[src/rtl/vc_uart_if.sv]
// Register-bus bundle between the core's I/O path and vc_uart.
interface vc_uart_if;
    logic [3:0] reg_addr;
    logic [7:0] reg_data;
    logic       reg_write;
    logic       reg_read;
    logic [7:0] rdata;

    modport master (output reg_addr, reg_data, reg_write, reg_read, input rdata);
    modport slave  (input reg_addr, reg_data, reg_write, reg_read, output rdata);
endinterface

[src/rtl/vc_uart.sv]
// Memory-mapped 8N1 UART with programmable divisor and level interrupt.
// Define VC_UART_RX_EN to build the receiver; without it only TX exists.
module vc_uart #(
    parameter int DIV_W     = 12,
    parameter int RESET_DIV = 103
) (
    input  logic     clk,
    input  logic     reset,
    vc_uart_if.slave bus,
    input  logic     rx,
    output logic     tx,
    output logic     irq
);
    typedef enum logic [1:0] {ST_IDLE, ST_START, ST_DATA, ST_STOP} uart_state_t;

    localparam logic [3:0] A_DATA   = 4'd0;
    localparam logic [3:0] A_STATUS = 4'd1;
    localparam logic [3:0] A_DIV_LO = 4'd2;
    localparam logic [3:0] A_DIV_HI = 4'd3;
    localparam logic [3:0] A_CTRL   = 4'd4;

    logic [DIV_W-1:0] div;
    logic [15:0]      div_ext;
    logic             tx_irq_en, rx_irq_en;
    logic             wr_data, wr_div_lo, wr_div_hi, wr_ctrl;

    assign div_ext   = 16'(div);
    assign wr_data   = bus.reg_write && (bus.reg_addr == A_DATA);
    assign wr_div_lo = bus.reg_write && (bus.reg_addr == A_DIV_LO);
    assign wr_div_hi = bus.reg_write && (bus.reg_addr == A_DIV_HI);
    assign wr_ctrl   = bus.reg_write && (bus.reg_addr == A_CTRL);

    always_ff @(posedge clk) begin
        if (reset) begin
            div       <= DIV_W'(RESET_DIV);
            tx_irq_en <= 1'b0;
        end else begin
            if (wr_div_lo) div <= DIV_W'({div_ext[15:8], bus.reg_data});
            if (wr_div_hi) div <= DIV_W'({bus.reg_data, div_ext[7:0]});
            if (wr_ctrl)   tx_irq_en <= bus.reg_data[0];
        end
    end

    // ---- transmitter: holding register feeding a 10-bit frame shifter
    uart_state_t      tx_st, tx_nxt;
    logic [DIV_W-1:0] tx_cnt;
    logic [2:0]       tx_idx;
    logic [7:0]       tx_sh, hold_data;
    logic             hold_full, tx_load, tx_bit_end, tx_ready, tx_idle;

    assign tx_bit_end = (tx_cnt == '0);
    assign tx_ready   = !hold_full;
    assign tx_idle    = !hold_full && (tx_st == ST_IDLE);

    always_comb begin
        tx_nxt  = tx_st;
        tx_load = 1'b0;
        case (tx_st)
            ST_IDLE:  if (hold_full) begin
                          tx_nxt  = ST_START;
                          tx_load = 1'b1;
                      end
            ST_START: if (tx_bit_end) tx_nxt = ST_DATA;
            ST_DATA:  if (tx_bit_end && (tx_idx == 3'd7)) tx_nxt = ST_STOP;
            ST_STOP:  if (tx_bit_end) begin
                          // Chain straight into the next start bit when a byte is waiting.
                          tx_nxt  = hold_full ? ST_START : ST_IDLE;
                          tx_load = hold_full;
                      end
            default:  tx_nxt = ST_IDLE;
        endcase
    end

    always_ff @(posedge clk) begin
        if (reset) begin
            tx_st     <= ST_IDLE;
            hold_full <= 1'b0;
            tx        <= 1'b1;
        end else begin
            tx_st <= tx_nxt;
            if (wr_data && !hold_full) hold_full <= 1'b1;
            else if (tx_load)          hold_full <= 1'b0;
            tx <= (tx_st == ST_START) ? 1'b0 : (tx_st == ST_DATA) ? tx_sh[0] : 1'b1;
        end
    end

    // Counter reloads continuously in IDLE so a new DIV applies from the next bit only.
    always_ff @(posedge clk) begin
        if (wr_data && !hold_full) hold_data <= bus.reg_data;
        if ((tx_st == ST_IDLE) || tx_bit_end) tx_cnt <= div;
        else                                  tx_cnt <= tx_cnt - DIV_W'(1);
        if (tx_load) begin
            tx_sh  <= hold_data;
            tx_idx <= 3'd0;
        end else if ((tx_st == ST_DATA) && tx_bit_end) begin
            tx_sh  <= tx_sh >> 1;
            tx_idx <= tx_idx + 3'd1;
        end
    end

    // ---- receiver
    logic       rx_valid, rx_overrun, frame_err;
    logic [7:0] rx_data;

`ifdef VC_UART_RX_EN
    uart_state_t      rx_st, rx_nxt;
    logic [1:0]       rx_sync;
    logic [DIV_W-1:0] rx_cnt;
    logic [2:0]       rx_idx;
    logic [7:0]       rx_sh;
    logic             rx_s, rx_bit_end, rx_done, rx_store, rx_accept, rd_pop, wr_status;

    assign rx_s       = rx_sync[1];
    assign rx_bit_end = (rx_cnt == '0);
    assign rd_pop     = bus.reg_read && (bus.reg_addr == A_DATA);
    assign wr_status  = bus.reg_write && (bus.reg_addr == A_STATUS);
    assign rx_store   = rx_done && rx_s;
    assign rx_accept  = rx_store && (!rx_valid || rd_pop);

    always_comb begin
        rx_nxt  = rx_st;
        rx_done = 1'b0;
        case (rx_st)
            ST_IDLE:  if (!rx_s) rx_nxt = ST_START;
            ST_START: if (rx_bit_end) rx_nxt = rx_s ? ST_IDLE : ST_DATA;
            ST_DATA:  if (rx_bit_end && (rx_idx == 3'd7)) rx_nxt = ST_STOP;
            ST_STOP:  if (rx_bit_end) begin
                          rx_nxt  = ST_IDLE;
                          rx_done = 1'b1;
                      end
            default:  rx_nxt = ST_IDLE;
        endcase
    end

    always_ff @(posedge clk) begin
        if (reset) begin
            rx_st      <= ST_IDLE;
            rx_sync    <= 2'b11;
            rx_valid   <= 1'b0;
            rx_overrun <= 1'b0;
            frame_err  <= 1'b0;
            rx_irq_en  <= 1'b0;
        end else begin
            rx_st   <= rx_nxt;
            rx_sync <= {rx_sync[0], rx};
            if (wr_ctrl) rx_irq_en <= bus.reg_data[1];
            // Clears first so a coincident set takes priority.
            if (wr_status && bus.reg_data[3]) rx_overrun <= 1'b0;
            if (wr_status && bus.reg_data[4]) frame_err  <= 1'b0;
            if (rd_pop)                       rx_valid   <= 1'b0;
            if (rx_done && !rx_s)             frame_err  <= 1'b1;
            if (rx_accept)                    rx_valid   <= 1'b1;
            else if (rx_store)                rx_overrun <= 1'b1;
        end
    end

    // Half-bit wait in IDLE/START centres every later sample in its bit.
    always_ff @(posedge clk) begin
        if (rx_st == ST_IDLE) rx_cnt <= div >> 1;
        else if (rx_bit_end)  rx_cnt <= div;
        else                  rx_cnt <= rx_cnt - DIV_W'(1);
        if (rx_st != ST_DATA) rx_idx <= 3'd0;
        else if (rx_bit_end) begin
            rx_sh  <= {rx_s, rx_sh[7:1]};
            rx_idx <= rx_idx + 3'd1;
        end
        if (rx_accept) rx_data <= rx_sh;
    end
`else
    logic unused_rx;
    assign unused_rx  = &{1'b0, rx, bus.reg_read};
    assign rx_valid   = 1'b0;
    assign rx_overrun = 1'b0;
    assign frame_err  = 1'b0;
    assign rx_data    = 8'h00;
    assign rx_irq_en  = 1'b0;
`endif

    always_comb begin
        bus.rdata = 8'h00;
        case (bus.reg_addr)
            A_DATA:   bus.rdata = rx_data;
            A_STATUS: bus.rdata = {3'b000, frame_err, rx_overrun, rx_valid, tx_idle, tx_ready};
            A_DIV_LO: bus.rdata = div_ext[7:0];
            A_DIV_HI: bus.rdata = div_ext[15:8];
            A_CTRL:   bus.rdata = {6'b000000, rx_irq_en, tx_irq_en};
            default:  bus.rdata = 8'h00;
        endcase
    end

    assign irq = (tx_irq_en && tx_ready) || (rx_irq_en && rx_valid);
endmodule

[src/flat_wrapper.sv]
// flat-port wrapper written by rule: the top's interface ports become plain ports
module vc_uart_flat 
#(
    parameter int DIV_W     = 12,
    parameter int RESET_DIV = 103
)
  (clk, reset, rx, tx, irq, bus_reg_addr, bus_reg_data, bus_reg_write, bus_reg_read, bus_rdata);
  vc_uart_if bus_i ();
  input  logic clk;
  input  logic reset;
  input  logic rx;
  output logic tx;
  output logic irq;
  input wire logic [$bits(bus_i.reg_addr)-1:0] bus_reg_addr;
  input wire logic [$bits(bus_i.reg_data)-1:0] bus_reg_data;
  input wire logic [$bits(bus_i.reg_write)-1:0] bus_reg_write;
  input wire logic [$bits(bus_i.reg_read)-1:0] bus_reg_read;
  output wire logic [$bits(bus_i.rdata)-1:0] bus_rdata;
  assign bus_i.reg_addr = bus_reg_addr;
  assign bus_i.reg_data = bus_reg_data;
  assign bus_i.reg_write = bus_reg_write;
  assign bus_i.reg_read = bus_reg_read;
  assign bus_rdata = bus_i.rdata;
  vc_uart #(.DIV_W(DIV_W), .RESET_DIV(RESET_DIV)) u_core (.clk(clk), .reset(reset), .bus(bus_i), .rx(rx), .tx(tx), .irq(irq));
endmodule
[config.mk]
export PLATFORM = sky130hd
export DESIGN_NAME = vc_uart_flat
export DESIGN_NICKNAME = d
export VERILOG_FILES = /design/src/rtl/vc_uart_if.sv /design/src/rtl/vc_uart.sv /design/src/flat_wrapper.sv
export SDC_FILE = /design/constraint.sdc
export NUM_CORES = 1
export LEC_CHECK = 0
export CAP_MARGIN = 20
export CELL_PAD_IN_SITES_DETAIL_PLACEMENT = 1
export CELL_PAD_IN_SITES_GLOBAL_PLACEMENT = 1
export CORE_UTILIZATION = 43
export DETAILED_ROUTE_END_ITERATION = 8
export GPL_ROUTABILITY_DRIVEN = 1
export PLACE_DENSITY_LB_ADDON = 0.1
export SYNTH_ARGS = -nofsm -noshare
export SYNTH_HDL_FRONTEND = slang
export SYNTH_SLANG_ARGS = --single-unit
[constraint.sdc]
create_clock -name clk -period 6.65 [get_ports clk]
set_input_delay 0.9975 -clock clk [delete_from_list [all_inputs] [get_ports clk]]
set_output_delay 0.9975 -clock clk [all_outputs]
set_load 0.02 [all_outputs]
# --- After elaboration in Yosys (flattened, before gate mapping) ---
# Cells that the tools add are included.
classes:
  add_sub_neg: 2
  eq_ne: 12
  n_mux: 19
  n_bitwise: 1
  reduce_logical: 18
op_table:
  columns: ["cell", "count"]
  rows:
  - ["8-bit one-hot mux with 4 select lines", 1]
  - ["12-bit 2-to-1 mux", 2]
  - ["8-bit 2-to-1 mux", 3]
  - ["12-bit logical NOT", 1]
  - ["12-bit by 1-bit subtractor with 12-bit output, second input constant", 1]
  - ["1-bit logical AND", 9]
  - ["4-bit by 2-bit == test with 1-bit output, second input constant", 2]
  - ["2-bit 2-to-1 mux", 4]
  - ["2-bit by 1-bit inequality test with 1-bit output, second input constant", 4]
  - ["2-bit one-hot mux with 4 select lines", 1]
  - ["1-bit 2-to-1 mux", 7]
  - ["2-bit == test, second input constant", 2]
  - ["4-bit by 1-bit == test with 1-bit output, second input constant", 1]
  - ["4-bit by 3-bit == test with 1-bit output, second input constant", 1]
  - ["4-bit logical NOT", 1]
  - ["4-bit AND reduction", 1]
  - ["2-bit nonzero test", 2]
  - ["3-bit by 1-bit adder with 3-bit output, second input constant", 1]
  - ["3-bit == test, second input constant", 1]
  - ["2-bit by 1-bit == test with 1-bit output, second input constant", 1]
  - ["2-bit logical NOT", 1]
  - ["1-bit one-hot mux with 2 select lines", 1]
  - ["2-bit AND reduction", 1]
  - ["1-bit logical NOT", 1]
  - ["other kinds (2)", 2]
totals:
  reg_bits: 48
  out_inout_bits: 10
  wordCells: 62

# --- Longest topological paths before layout ---
logic_depth:
  depth_word: 5
  mapped_depth: 7
  mapped_depth_nobuf: 6

# --- Worst setup path before layout ---
# OpenSTA, ideal clock, no wires.
synth_timing:
  path_kind: "input-to-output"
  startpoint: "input port bus_reg_addr[0]"
  endpoint: "output port bus_rdata[0]"
  arrival_ns: 1.994
  required_ns: 5.653
  setup_slack_ns: 3.658
  cell_stages: 3
  cell_sequence: "clkbuf_1 -> a21oi_1 -> o32ai_1"
synth_between:
  elab_chain_len: 2
synth_rtl:
  columns: ["element", "line_no", "source"]
  rows:
  - ["start: declaration", "flat_wrapper.sv:14", "input wire logic [$bits(bus_i.reg_addr)-1:0] bus_reg_addr;"]
  - ["4-bit by 3-bit == test with 1-bit output (tied with other cells)", "vc_uart.sv:181", "case (bus.reg_addr)"]
  - ["8-bit one-hot mux with 4 select lines *", "vc_uart.sv:181", null]
  - ["end: declaration", "flat_wrapper.sv:18", "output wire logic [$bits(bus_i.rdata)-1:0] bus_rdata;"]
# Mark *: on every way between the ends. The rest lies on a longest branch, timed or not.

# --- Worst setup path in the final report ---
layout_timing:
  startpoint: "input port bus_reg_addr[1]"
  endpoint: "output port bus_rdata[4]"
# Same word-level chain as after synthesis.

==> metrics.md <==
| Metric | Value |
|---|---|
| Status | complete, no violations |
| Hold_buf cts | 0 |
| CTS Buffer Depth | 2 |
| N_diodes | 0 |
| Die area | 5510 sq um |
| Critical Path AT | between 3 and 4 ns |
| Largest net degree at the start of global routing | 19 |
| Routed WL | ~5000 um |
| Top_reg_cell synth | dfxtp_1 |
| Most used cell, CP | clkdlybuf4s50_1 |
| Seq/Total Area, Yosys | 0.500 |
| Clock Latency Late Sink | between 0.3 and 0.4 ns |
| Final setup viols | 0 |
| Cell Int Power | 438 uW |
| Top-count cell post-synth | nor2_1 |
| Yosys warning count | 0 |
| Height of the die | 74.2 um |
| Worst hold stages | 2 |
| Crit-path max FO | 6 |
| Netlist Area Pre-Place | 2240 sq um |
| Final design utilization | 0.536 |
| Initial detailed-routing violation count | 31 |
| Via density | around 5.3 |
| Worst hold path type | register to register |
| Fmax | between 0.2 and 0.25 GHz |
| CTS tree | done |
| LEAKAGE | around 1.0 nW |
| RD Place Congestion | between 0.7 and 0.8 |
| Psw | 172 uW |
| Sequential power share | 0.551 |
| Async S/R FF share, synth | 0 |
| Worst slew pin tran | about 0.83 ns |
| Clk root buf | clkbuf_8 |
| Worst setup endpoint | bus_rdata[4] |
| Max-cap violations | 0 |
| Hold_ws | about 0.49 ns |
| Final worst setup slack | ~2.5 ns |
| Post-DRT Antenna Nets | 0 |
| Rel. slew slack | 0.441 |
| Placed cells | 303 |
| CTS sink count | 48 |
| Syn_area_per_cell | roughly 10 sq um |
| Io pins | 27 |
| Post-Synthesis Cells | 219 |
| Hold wc startpoint | u_core.tx_irq_en |
| Clock power share | 0.286 |
| Initial antenna violation count | 0 |
| Filler cells | ~590 |
| CP Data Required Time | 5.65 ns |
| FF-to-FF path depth | 6 |
| Reg-to-Reg End | u_core.tx_sh[3] |
| PortBufs | 24 |
| Startpoint types | input port |
| Final #Nets | 268 |
| Post-route non-filler standard cell count | just over 300 |
| First-pass GRT wire length | about 8400 um |
| Comb power frac | 0.163 |
| DRT Pass-1 Iters | 4 |
| Final hold violation count | 0 |
| Fin Setup TNS | 0 ns |
| WS Path Type | input port to output port |
| Vias in the first global route | between 1500 and 2000 |
| R2R Setup Slk | approximately 3.8 ns |
| #FFs+latches synth | 48 |
| RSZ-0062 raised after global routing | no |
| Clock Pin Slew Worst Setup and Hold Paths | roughly 0.080 ns |
| Critical Path Sink Type | output port |
| Detailed-route via count | roughly 1600 |
| Sw frac | 0.282 |
| Place WS | ~2.5 ns |
| Post-route clock period utilization | 0.620 |
| Reg area | 1120 sq um |
| Post-CTS sizing | 0 |
| Crit path cell chain | clkdlybuf4s50_1, or3b_1, nor2_1, and2_1, clkdlybuf4s50_1 |
| TritonCTS Buffers | 5 |
| Syn_nets | around 240 |
| Synth top area share | 0.286 |
| Core area | 4880 sq um |
| Clock Skew | 0.0118 ns |
| Synth area leaders | dfxtp_1 29%, edfxtp_1 21%, nor2_1 6.9% |
| Initial core utilization | 0.459 |
| Post-synth EDFFs | 16 |
| GRT overflow | 0 |
| Slowest cell on crit path | clkdlybuf4s50_1 |
| H-tree depth | 2 |
| DRC | 0 |
| Crit Reg-Reg Startpoint | u_core.tx_cnt[0] |
| DP HPWL | 3840 um |
| Area of the multi-input gates | about 1000 sq um |
| Area leader, netlist | dfxtp_1 |
| Fraction of layout cells with a size suffix above 1 | 0.0820 |
| Cell Rows | 25 |
| Worst IR Drop VDD | roughly 0.11 mV |
| Crit path launch | bus_reg_addr[1] |
| Die X | 74.2 um |
| Pwr/cell area | 233 nW/um^2 |
| Area delta synth->final | 16.7% |
| Final min period | 4.12 ns |
| Synth top cells by count | 41 x nor2_1, 32 x dfxtp_1, 16 x edfxtp_1 |
| Post-CTS setup repair buffer count | 0 |
| Global Route Usage Sum | 0.209 |
| Netlist cell types | 42 |
| Crit-path max cell delay | 0.60 ns |
| Max Slew Vio Count | 0 |
| WL/cell | ~16 um |
-- per-stage QoR --
step	power [mW]	instance area [sq um]
finish	0.610	2620
global route	0.645	2620
CTS	0.618	2620
detailed placement	0.443	2530
global placement	0.436	2530
floorplan	0.407	2240
-- per-layer routing --
metal	vias to the layer above	wire length, um	global-route usage
met2	25	2590	0.373
met1	789	2160	0.238
met3	9	137	0.0623
li1	818	-	-
met4	0	99	0.0755
met5	-	0	0
-- power groups by stage --
stage	sequential [mW]	clock [mW]	combinational, mW
2_1_floorplan	0.340	0	0.0670
3_3_place_gp	0.341	0	0.0948
3_5_place_dp	0.343	0	0.0999
4_1_cts	0.336	0.181	0.100
5_1_grt	0.339	0.195	0.111
6_report	0.336	0.175	0.0995
-- cell usage in the layout, fill, tap and decap left out, types with 2 or more instances in the layout --
| cell | synthesis | final |
|---|---|---|
| mux2i_1 | 13 | 13 |
| inv_1 | 10 | 10 |
| edfxtp_1 | 16 | 16 |
| nor4b_1 | 2 | 2 |
| and2_1 | 6 | 6 |
| xnor2_1 | 4 | 4 |
| dfxtp_1 | 32 | 32 |
| o21ai_0 | 2 | 2 |
| nor2_1 | 41 | 41 |
| mux2_2 | 7 | 7 |
| a211o_1 | 5 | 5 |
| a21oi_1 | 12 | 12 |
| clkbuf_8 | 0 | 5 |
| nand2_1 | 9 | 9 |
| clkdlybuf4s50_1 | 0 | 24 |
| o2111ai_1 | 2 | 2 |
| xor2_1 | 5 | 5 |
| a21boi_0 | 2 | 2 |
| nand2b_1 | 4 | 4 |
| nor3_1 | 7 | 7 |
| a211oi_1 | 2 | 2 |
| ha_1 | 8 | 8 |
| nand3_1 | 3 | 3 |
| nor2b_1 | 2 | 2 |
-- how the worst min path moves through the flow --
stage                             to
finish              u_core.tx_irq_en
global route        u_core.tx_irq_en
CTS                 u_core.tx_irq_en
detailed placement  u_core.tx_irq_en
global placement    u_core.tx_irq_en
floorplan           u_core.tx_irq_en
-- kinds of logic (layout without fill, tap and decap cells) --
family / after synthesis / in the layout / synth area share
mux: 20 / 20 / 0.0932
compound gates: 32 / 32 / 0.0971
fa+ha+maj: 8 / 8 / 0.0446
simple gates: 84 / 84 / 0.193
flops: 48 / 48 / 0.500
xor+xnor: 9 / 9 / 0.0352
buf+inv: 18 / 43 / 0.0374
-- cell type report --
class,count,area share
sequential,48,0.429
multi-input combinational,153,0.396
timing repair buffer,25,0.0947
tap,67,0.0320
clock buffer,6,0.0282
inverter,10,0.0143
clock inverter,2,0.00574
-- worst max-delay path: cells and delay by family --
kind	cells	cell delay [ns]
buffers and inverters	2	1.17
AND/OR/NAND/NOR	3	0.96
-- sequential cells by signal, summed over array words and instances (netlist names) --
signal	count
u_core.hold_data	8
u_core.tx_cnt	12
u_core.tx	1
u_core.tx_idx	3
u_core.div	12
u_core.tx_sh	8
u_core.tx_irq_en	1
u_core.tx_st	2
u_core.hold_full	1
(Power assumes the default switching activity.)
==> patch 1: new RTL, same settings <==
Encoding of `uart_state_t`: now one-hot (4 bits for 4 states).
--- a/src/rtl/vc_uart.sv
+++ b/src/rtl/vc_uart.sv
@@ -13,3 +13,3 @@
 );
-    typedef enum logic [1:0] {ST_IDLE, ST_START, ST_DATA, ST_STOP} uart_state_t;
+    typedef enum logic [3:0] {ST_IDLE = 4'b0001, ST_START = 4'b0010, ST_DATA = 4'b0100, ST_STOP = 4'b1000} uart_state_t;
 
Check against the original RTL: no difference found for any inputs over 4 cycles, from zero or initial values and one cycle with reset high; so few cycles prove little.
==> patch 1 against the unedited design <==
Wire length increased by 22%. Design area grew 9.4%. Sequential cell count rose by 2. Synthesized area is 12% higher. Worst setup slack improved by 0.076 ns. Critical path depth grew 1. Register-to-register slack better by 0.09 ns. Critical path type unchanged. Largest cell class is now multi-input gates. Highest routed layer unchanged.
Power is not compared: it rests on default switching activity, and its combinational part moved more than twofold at a synthesized area within 25%.
==> patch 1: results <==
route:
  via_count: 1926
  drtIter0Drc: 80
  avgRoutedWirePerCell_um: 17.9
synthesis:
  synth_nets: 271
  yosys-top-cells-area: "dfxtp_1 27%, edfxtp_1 19%, mux2i_1 6.4%, a21oi_1 4.0%, and3_1 3.5%"
  ys_async_sr_fraction_pct: 0
  yosysUniqueCellTypes: 50
  yosys-top-cells-count: "34 x dfxtp_1, 20 x a21oi_1, 17 x nor2_1"
  avgSynthCellArea_um2: 10.0
  ys_seq_area_share_pct: 46.2
clock_tree:
  cts_root_buffer: "clkbuf_8"
  postCtsSetupBuffers: 0
  numCtsBuffers: 5
  path_clk_slew_ns: 0.08
placement:
  place_congestion: 0.765
  dp.cells: 333
  port_buffers: 24
  place_hpwl_um: 4430
timing:
  skew_ns: 0.00969
  tightest_slew_ns: 0.868
  timing.final.ws_setup_ns: 2.60
finish:
  largest_registers: "u_core.div: 12 flops, u_core.tx_cnt: 12 flops"
  diodes: 0
  drive_above_1_share_pct: 7.81
  fillCellCount: 624
  instances_no_fill: 341
  fin_nets: 288
grt:
  grt_max_degree: 20
  grt_pass1_wl_um: 10100
  gr-usage-all-layers_pct: 21.4
worst_setup_path:
  crit_family: "buffers and inverters"
  cp_max_fo: 4
  rr_worst_depth: 6
  cp_slowest_stage_delay_ns: 0.63
run_status:
  outcome: "finished, final reports clean"
==> patch 1: cell types whose count changed in the layout (fill, tap and decap cells not counted), moves of 6 or more <==
cell	before	now
nor3_1	7	1
nand2_1	9	16
xnor2_1	4	10
mux2_2	7	0
a21oi_1	12	20
inv_1	10	3
and3_1	0	14
nor2_1	41	17
nand4_1	1	7
nand3_1	3	13
o211ai_1	0	7
==> patch 1: final timing paths <==
check	slack, ns	from	to
max reg2reg	3.86	u_core.tx_cnt[0]	u_core.tx_sh[1]
min	0.49	u_core.tx_irq_en	u_core.tx_irq_en
max	2.60	bus_reg_addr[1]	bus_rdata[0]
min reg2reg	0.49	u_core.tx_irq_en	u_core.tx_irq_en
==> patch 1: kinds of logic after synthesis <==
| group | share of synthesized area, % |
|---|---|
| simple gates | 22.1 |
| compound gates | 12.8 |
| mux | 10.1 |
| flops | 46.2 |
| xor+xnor | 3.83 |
| buf+inv | 3.38 |
| fa+ha+maj | 1.49 |
==> patch 1: report_power, final <==
| group | internal [µW] | switching [µW] |
|---|---|---|
| Clock | 72.6 | 98.0 |
| Combinational | 14.6 | 14.5 |
| Sequential | 316 | 2.23 |
==> patch 1: per-layer routing <==
layer,track usage [%],part of all wire [%],up-vias
met5,0,0,-
met4,4.44,0.54,0
met3,3.84,1.8,4
met2,35.9,49,15
met1,28.8,49,945
li1,-,-,962
==> patch 1: layout make-up <==
| type | count | area, µm² | share of cell area, % |
|---|---|---|---|
| clock inverters | 2 | 8.76 | 0.306 |
| inverters | 4 | 15.0 | 0.524 |
| multi-input cells | 182 | 1270 | 44.3 |
| clock buffers | 6 | 72.6 | 2.53 |
| flip-flops and latches | 50 | 1160 | 40.6 |
| repair buffers | 25 | 248 | 8.65 |
| well taps | 72 | 90.1 | 3.15 |
==> patch 1: through the flow <==
step                      cell area [µm²]  utilization, %  power (µW)
final                                2860            51.4         518
after global routing                 2860            51.4         539
after CTS                            2860            51.4         524
after detailed placement             2780            49.9         355
after global placement               2780            49.9         354
after floorplan                      2510               -         337
==> patch 1: worst min-delay path, delay by kind of cell (launching register included) <==
kind	cells	cell delay (ns)
AO/OA/AOI/OAI	1	0.05
AND/OR/NAND/NOR	1	0.06
flip-flops	1	0.34
==> patch 2: new RTL, same flow settings <==
Without the edit above. `DIV_W` is set to 12 in 2 places; all go to 18.
--- a/src/rtl/vc_uart.sv
+++ b/src/rtl/vc_uart.sv
@@ -3,3 +3,3 @@
 module vc_uart #(
-    parameter int DIV_W     = 12,
+    parameter int DIV_W     = 18,
     parameter int RESET_DIV = 103
--- a/src/flat_wrapper.sv
+++ b/src/flat_wrapper.sv
@@ -3,3 +3,3 @@
 #(
-    parameter int DIV_W     = 12,
+    parameter int DIV_W     = 18,
     parameter int RESET_DIV = 103
Formal check against the unedited RTL: not equivalent (Yosys sat finds a counterexample within 4 cycles, from zero or initial values and one cycle with reset high).
==> patch 2 against the unedited design <==
Clock power is 78% higher. Count of clock-buffer cells in the layout is 4 higher. Largest cell class is now multi-input gates. Worst setup slack better by 0.23 ns. Design area is 26% higher. Highest routed layer unchanged. Power is 41% higher. Sequential cell count is 10 higher. Wire length is 33% higher. Fmax is 5.8% higher. Synthesized area is 25% higher.
==> patch 2: results <==
worst_setup_path:
  worstPathArrival_ns: 2.90
  rrSetupSlack_ns: 3.68
  setup.worst_path.start: "bus_reg_addr[2]"
  cp_max_fo: 19
  crit_end: "bus_rdata[0]"
  rr_worst_depth: 7
synthesis:
  avgSynthCellArea_um2: 10.6
  synth-compound-area-share_pct: 11.6
  synth_nets: 289
  ys_async_sr_fraction_pct: 0
  ys_seq_area_share_pct: 47.0
  yosys.area_share.adder_pct: 3.56
  synthMuxAreaShare_pct: 10.7
  synth_top_area_share_pct: 29.9
  yosys-top-cells-count: "42 x dfxtp_1, 22 x nand2_1, 16 x a21oi_1, 16 x edfxtp_1, 16 x nand3_1"
  yosysUniqueCellTypes: 53
  synth-xor-area-share_pct: 3.74
  yosys-top-cells-area: "dfxtp_1 30%, edfxtp_1 17%, mux2_2 5.2%, mux2_4 3.7%, ha_1 3.6%"
grt:
  grt_max_degree: 23
  gr-usage-all-layers_pct: 20.6
  grt_pass1_wl_um: 11000
  grt_pass1_vias: 2241
clock_tree:
  numCtsBuffers: 9
  clockBufferDepth: 2
  postCtsSetupBuffers: 0
  h-tree-depth: 3
  clkLatencyLatePin_ns: 0.33
placement:
  post-place-ws_ns: 2.75
  port_buffers: 24
  place_hpwl_um: 4840
  place_congestion: 0.716
  dp.cells: 358
timing:
  whs_ns: 0.482
  period_minus_slack_ns: 3.89
  skew_ns: 0.00952
  max_slew_margin_pct: 29.0
power:
  ir_worst_vdd_v: 0.000122
  p_int_uw: 618
  p_leak_uw: 0.00121
route:
  avgRoutedWirePerCell_um: 17.7
  drtIter0Drc: 84
  drt_pass1_iterations: 4
  via_count: 2082
finish:
  fin_nets: 317
  largest_registers: "u_core.tx_cnt: 18 flops, u_core.div: 16 flops"
  instances_no_fill: 374
  drive_above_1_share_pct: 16.2
run_status:
  outcome: "finished, final reports clean"
==> patch 2: changes by cell type in the layout (fill, tap and decap cells not counted), sizes merged, moves of 4 or more <==
cell	unedited run	this run
nor4	1	5
mux2i	13	5
nand2	9	22
xnor2	4	10
dfxtp	32	42
a21oi	12	17
and2	6	2
nand3	3	16
o21ai	2	7
clkbuf	6	10
a22o	0	6
mux2	7	20
nor2	41	11
==> patch 2: cells by family (layout without fill, tap and decap cells) <==
group	after synthesis	in the layout
AO/OA/AOI/OAI	48	48
XOR/XNOR	12	12
adder cells (fa/ha/maj)	8	8
buffers and inverters	20	53
flip-flops	58	58
multiplexers	25	25
AND/OR/NAND/NOR	93	93
==> patch 2: worst max-delay path, delay by kind of cell <==
kind,cells,cell delay [ns]
buffers and inverters,3,1.40
and+or+nand+nor,2,0.37
AOI/OAI and AO/OA,1,0.12
==> patch 2: worst min path at each step <==
stage                     startpoint                to
finish                 u_core.div[3]     u_core.div[3]
floorplan              u_core.div[9]  u_core.tx_cnt[9]
detailed placement     u_core.div[4]     u_core.div[4]
CTS                    u_core.div[8]     u_core.div[8]
global route        u_core.tx_idx[1]  u_core.tx_idx[1]
global placement    u_core.tx_idx[1]  u_core.tx_idx[1]
==> patch 2: layer usage <==
| layer | wire [µm] | GRT usage (%) | part of all wire [%] |
|---|---|---|---|
| met2 | 3350 | 36.4 | 50 |
| met1 | 3050 | 24.4 | 46 |
| met4 | 82 | 6.90 | 1.2 |
| met3 | 148 | 5.07 | 2.2 |
| met5 | 0 | 0 | 0 |
==> patch 2: layout make-up <==
class,instances,area [µm²]
clock buffers,10,128
clock inverters,6,57.6
fillers,715,3010
inverters,9,33.8
multi-input cells,186,1410
flip-flops and latches,58,1320
well taps,77,96.3
repair buffers,28,265
==> patch 2: through the flow <==
stage               util (%)  instance area [µm²]
global route            52.4                 3310
CTS                     52.4                 3310
global placement        49.3                 3110
detailed placement      49.4                 3120
floorplan                  -                 2810
finish                  52.4                 3310
==> patch 2: power by group through the flow <==
stage	registers (µW)	logic (µW)	clock network (µW)
final	392	158	312
after global routing	394	173	337
after CTS	392	159	319
after floorplan	398	116	0
after global placement	400	155	0
after detailed placement	400	159	0
